File: config.mk
export PLATFORM = sky130hd
export DESIGN_NAME = miriscv_lsu
export DESIGN_NICKNAME = d
export VERILOG_FILES = /design/src/rtl/miriscv_lsu.sv
export SDC_FILE = /design/constraint.sdc
export NUM_CORES = 1
export LEC_CHECK = 0
export CELL_PAD_IN_SITES_DETAIL_PLACEMENT = 1
export CELL_PAD_IN_SITES_GLOBAL_PLACEMENT = 2
export CORE_UTILIZATION = 19
export CTS_CLUSTER_SIZE = 30
export DETAILED_ROUTE_END_ITERATION = 16
export PLACE_DENSITY_LB_ADDON = 0.1
export SLEW_MARGIN = 10
export SYNTH_ARGS = -nofsm -noshare
export SYNTH_HDL_FRONTEND = slang
export SYNTH_SLANG_ARGS = --single-unit
File: constraint.sdc
create_clock -name clk_i -period 6.9 [get_ports clk_i]
set_clock_uncertainty 0.15 [all_clocks]
set_input_delay 2.07 -clock clk_i [delete_from_list [all_inputs] [get_ports clk_i]]
set_output_delay 2.07 -clock clk_i [all_outputs]
set_load 0.1 [all_outputs]
File: src/rtl/miriscv_lsu.sv
// miriscv load/store unit: core-side initiator of the data RAM port.
// Aligns requests, builds byte enables, stalls one cycle, extends loads.
module miriscv_lsu (
  input  logic        clk_i,
  input  logic        rst_n_i,
  input  logic        lsu_req_i,
  input  logic        lsu_we_i,
  input  logic [2:0]  lsu_size_i,
  input  logic [31:0] lsu_addr_i,
  input  logic [31:0] lsu_data_i,
  output logic [31:0] lsu_data_o,
  output logic        lsu_stall_req_o,
  output logic        lsu_misaligned_o,
  output logic        data_req_o,
  output logic        data_we_o,
  output logic [3:0]  data_be_o,
  output logic [31:0] data_addr_o,
  output logic [31:0] data_wdata_o,
  input  logic [31:0] data_rdata_i
);

  localparam logic [2:0] SZ_B  = 3'b000;
  localparam logic [2:0] SZ_H  = 3'b001;
  localparam logic [2:0] SZ_W  = 3'b010;
  localparam logic [2:0] SZ_BU = 3'b100;
  localparam logic [2:0] SZ_HU = 3'b101;

  typedef enum logic {
    S_IDLE,
    S_DONE
  } state_t;

  state_t      r_state;
  state_t      w_next;
  logic [1:0]  r_off;
  logic [2:0]  r_size;
  logic        r_we;
  logic [31:0] r_data;

  logic        w_legal;
  logic        w_issue;
  logic        w_capture;
  logic [7:0]  w_byte;
  logic [15:0] w_half;
  logic [31:0] w_ext;

  // Legality of the presented access: size code and natural alignment
  always_comb begin
    w_legal = 1'b0;
    unique case (lsu_size_i)
      SZ_B, SZ_BU: w_legal = 1'b1;
      SZ_H, SZ_HU: w_legal = ~lsu_addr_i[0];
      SZ_W:        w_legal = (lsu_addr_i[1:0] == 2'b00);
      default:     w_legal = 1'b0;
    endcase
    if (lsu_we_i && lsu_size_i[2]) begin
      w_legal = 1'b0;
    end
  end

  // Next state and handshake outputs
  always_comb begin
    w_next           = r_state;
    data_req_o       = 1'b0;
    lsu_stall_req_o  = 1'b0;
    lsu_misaligned_o = 1'b0;
    w_issue          = 1'b0;
    w_capture        = 1'b0;
    unique case (r_state)
      S_IDLE: begin
        if (lsu_req_i) begin
          if (w_legal) begin
            data_req_o      = 1'b1;
            lsu_stall_req_o = 1'b1;
            w_issue         = 1'b1;
            w_next          = S_DONE;
          end else begin
            lsu_misaligned_o = 1'b1;
          end
        end
      end
      S_DONE: begin
        w_capture = ~r_we;
        w_next    = S_IDLE;
      end
      default: w_next = S_IDLE;
    endcase
  end

  assign data_we_o   = lsu_we_i & data_req_o;
  assign data_addr_o = {lsu_addr_i[31:2], 2'b00};

  // Byte enables and lane-replicated store data
  always_comb begin
    data_be_o    = 4'b1111;
    data_wdata_o = lsu_data_i;
    if (lsu_we_i) begin
      unique case (lsu_size_i[1:0])
        2'b00: begin
          data_be_o    = 4'b0001 << lsu_addr_i[1:0];
          data_wdata_o = {4{lsu_data_i[7:0]}};
        end
        2'b01: begin
          data_be_o    = 4'b0011 << lsu_addr_i[1:0];
          data_wdata_o = {2{lsu_data_i[15:0]}};
        end
        default: begin
          data_be_o    = 4'b1111;
          data_wdata_o = lsu_data_i;
        end
      endcase
    end
  end

  assign w_byte = data_rdata_i[{r_off, 3'b000} +: 8];
  assign w_half = r_off[1] ? data_rdata_i[31:16] : data_rdata_i[15:0];

  // Load data extraction from the registered offset and size
  always_comb begin
    w_ext = data_rdata_i;
    unique case (r_size)
      SZ_B:    w_ext = {{24{w_byte[7]}}, w_byte};
      SZ_BU:   w_ext = {24'b0, w_byte};
      SZ_H:    w_ext = {{16{w_half[15]}}, w_half};
      SZ_HU:   w_ext = {16'b0, w_half};
      default: w_ext = data_rdata_i;
    endcase
  end

  assign lsu_data_o = w_capture ? w_ext : r_data;

  // State, captured access attributes and load hold register
  always_ff @(posedge clk_i) begin
    if (!rst_n_i) begin
      r_state <= S_IDLE;
      r_off   <= 2'b00;
      r_size  <= 3'b000;
      r_we    <= 1'b0;
      r_data  <= 32'b0;
    end else begin
      r_state <= w_next;
      if (w_issue) begin
        r_off  <= lsu_addr_i[1:0];
        r_size <= lsu_size_i;
        r_we   <= lsu_we_i;
      end
      if (w_capture) begin
        r_data <= w_ext;
      end
    end
  end

endmodule

==> summary by stage <==
Worst setup path
Walking the worst path, the cells encountered are clkdlybuf4s50_1 -> mux2i_1 -> nor3b_1 -> o31ai_2 -> buf_4 -> o21ai_0 -> buf_12. Along the worst path, the maximum fanout reaches 7. The worst setup path is launched from an input pin.

The critical path start-end classification is input pin to output port. On the worst path, the slowest cell contributes a delay of 0.51 ns. The cell family contributing the most delay on the critical path is buffers and inverters. The critical path capture point type is an output port. The number of cells on the worst reg-to-reg path is 4. Setup slack on the worst reg-to-reg path comes out at 4.26 ns. The number of buffers and inverters on the critical path is 3. The beginning of the critical path is data_rdata_i[15]. In this run the critical register-to-register path is launched from r_off[1]. In this run the critical register-to-register path is captured at r_data[0]. The slowest stage of the critical path belongs to the cell clkdlybuf4s50_1. The signal arrival time at the worst endpoint is 4.10 ns. The required time of the critical path is approximately 4.7 ns.

Min path
The launch point of the worst hold path is r_data[2]. The worst min-delay path category is register to register. For hold timing, the worst endpoint is r_data[2]. Along the worst hold path, the cell count comes to 2.

Placement
Detailed placement finished with a half-perimeter wire length of 9120 µm. The final estimated routing congestion in global placement is ~0.75. The worst setup timing slack at the placement stage is 0.552 ns. The number of port buffers is 144.

Timing
Derived from the worst setup path, the maximum achievable clock frequency is 0.158 GHz. The worst pin sits at a relative slew slack of 0.338. Setup violations remaining at the end of the flow were counted as 0. Setup repair after global routing left no endpoint under its margin.

The post-route fraction of the period consumed by the critical path is 0.917. The hold violation count in the final report is 0. The number of pins exceeding their max-slew limit in the final report is 0. After layout, the minimum clock period comes to 6.32 ns. The slew of the pin with the lowest slew margin is 0.992 ns.

Setup slack closes at ~0.58 ns.

CTS
Counting the buffers created by CTS gives 5. The post-cts hold buffer count is 0. The longest clock path from root to sink contains 2 buffers.

The TritonCTS sink count is 39. The clock insertion delay at the later pin of the skew report is approximately 0.29 ns. Gates resized during post-CTS repair numbered 0. In this run the clock root is driven by a clkbuf_16. The number of buffers inserted to repair setup after CTS is 0. The CTS tree is built. The H-tree depth reported by CTS is 2. After clock tree synthesis, the clock-pin slew on the worst setup and hold paths is about 0.06 ns.

Route
The DRC marker count from the first detailed-route iteration is 110. For this block, the routed nets add up to 11800 µm of wire. The first-pass iteration count of the detailed router is 4. In the routed layout, each cell is associated on average with a via count of between 4 and 5. The total vias in the final route is 3165. After detailed routing, the average wire length per cell comes to 17.6 µm. The final antenna-violating net count is 0. The total DRC errors in the routed layout is 0.

Yosys
Of the total synthesized cell area, the portion taken by full adders, half adders and majority gates is 0. The share of synthesized area occupied by flip-flops and latches is 0.264. The area share of the leading cell type in the synthesized netlist is 0.264. Synthesis inferred 39 register bits. The largest total area in the synthesized netlist belongs to dfxtp_1. The Yosys warning count is 0. The synthesized instance count is 395. The post-synthesis instance area is ~3000 µm². By area the synthesized netlist is led by dfxtp_1, buf_4, nand2_1. The area fraction in compound gates after synthesis is 0.253. The number of unique standard cell types used by synthesis is 52. By area, the combinational part of the netlist is dominated by compound AO/OA/AOI/OAI gates.

Of the total synthesized cell area, the portion taken by XOR and XNOR cells is 0. Of the total synthesized cell area, the portion taken by AND, OR, NAND and NOR gates is 0.223. The multiplexer share of the synthesized area is 0.0881. The average size of a mapped cell is 7.48 µm².

Die
The total I/O pin count is 207. The floorplan step set the die width to about 130 µm. After floorplanning, the core was divided into 45 placement rows. The floorplan step defined a die boundary enclosing 16000 µm².

In this run the standard cell core region covers 15200 µm². The die is around 130 µm tall. The initial utilization of the core area, before any placement, comes to 0.194.

Cells and area
In the layout the commonest cells are clkdlybuf4s50_1, nand2_1, buf_4. The most common cell after layout, fill and taps aside is clkdlybuf4s50_1. The layout overhead on the synthesized area is 55.2%. The number of filler cells placed in the layout is 1788. The share of layout cells above drive strength 1 is 0.229. The antenna diode instance count is 0.

The final layout contains 587 nets.

Global route
The initial antenna violation count is 0. The maximum number of pins on one net before global-route repair is 33. After global routing the overflow that remains totals 0. The number of global-route vias before repair is between 3k and 4k.

The first global-routing pass estimated 18000 µm of wire. For this run, the total global-route usage over all layers was measured as 0.145.

Pwr
The total power is between 0.9 and 1 mW. The worst vdd rail ir drop is 0.0802 mV. For this design the ratio of total power to cell area is 209 nW/µm².

Summed over all cells, the static leakage comes to 1.75 nW.

Job
Max-cap violations in this run came to 0.

Outcome
The flow ran to the end, and the final reports show no timing, DRC or antenna violations.
where the power goes:
part,internal (mW),switching [mW]
registers,0.235,0.00802
logic,0.141,0.322
clock network,0.154,0.0977
worst register-to-register path, delay by kind of cell (launching register included):
family	cells	cell delay, ns
and+or+nand+nor	2	0.72
DFF	1	0.97
AOI/OAI and AO/OA	2	0.69
logic make-up (layout without fill, tap and decap cells):
kind of cell | after synthesis | after routing
simple gates | 140 | 140
compound gates | 112 | 112
other cells | 1 | 2
buf+inv | 79 | 168
flops | 39 | 39
mux | 24 | 24
worst max-delay path by stage:
stage | slack [ns] | cells after the start | endpoint
finish | 0.58 | 7 | lsu_data_o[12]
global route | 0.35 | 5 | lsu_stall_req_o
CTS | 0.54 | 7 | lsu_data_o[9]
detailed placement | 0.55 | 7 | lsu_data_o[9]
global placement | 0.60 | 5 | lsu_stall_req_o
floorplan | -0.18 | 4 | lsu_data_o[10]
stage by stage:
step                utilization  area [µm²]  cells  hold WS (ns)  setup TNS (ns)
floorplan                     -        2960    396         0.296           -1.25
global placement          0.291        4420    665         0.306               0
global route              0.301        4580    673         0.347               0
CTS                       0.301        4580    673         0.323               0
detailed placement        0.291        4420    665         0.314               0
finish                    0.301        4580    673         0.322               0
layer usage:
metal / GRT usage / wire length [µm] / vias up
li1: - / - / 1546
met1: 0.179 / 5280 / 1526
met2: 0.261 / 5990 / 76
met3: 0.0219 / 421 / 17
met4: 0.0399 / 133 / 0
met5: 0 / 0 / -
cells in the mapped netlist, drive strengths merged:
cell type	n
or3	2
clkinv	1
and2	6
nand2	66
nand4bb	1
nor2b	5
o2111a	1
a2bb2oi	1
nor3b	3
nor4	7
conb	1
a31oi	3
or2	1
a21oi	19
a221oi	1
o311ai	1
and2b	1
clkbuf	14
a22o	2
a311oi	1
mux2	13
a211o	1
a211oi	20
a31o	1
o22ai	14
nor2	29
mux2i	11
nand3	8
dfxtp	39
o32ai	4
o21ai	31
or4	1
inv	7
nand2b	4
o211ai	1
or3b	1
o2bb2ai	5
o31ai	6
nor4b	1
buf	57
nor3	4
cell type report:
class / count / area [µm²] / area share
clock buffer: 7 / 153 / 0.0333
clock inverter: 1 / 7.51 / 0.00164
inverter: 8 / 30.0 / 0.00655
multi-input combinational: 278 / 1680 / 0.367
sequential: 39 / 781 / 0.170
tap: 188 / 235 / 0.0513
timing repair buffer: 152 / 1700 / 0.370
state kept, by name, summed over array words and instances, names as in the netlist:
name	count
r_size	3
r_off	2
r_state	1
r_we	1
r_data	32
(Power assumes the default switching activity.)
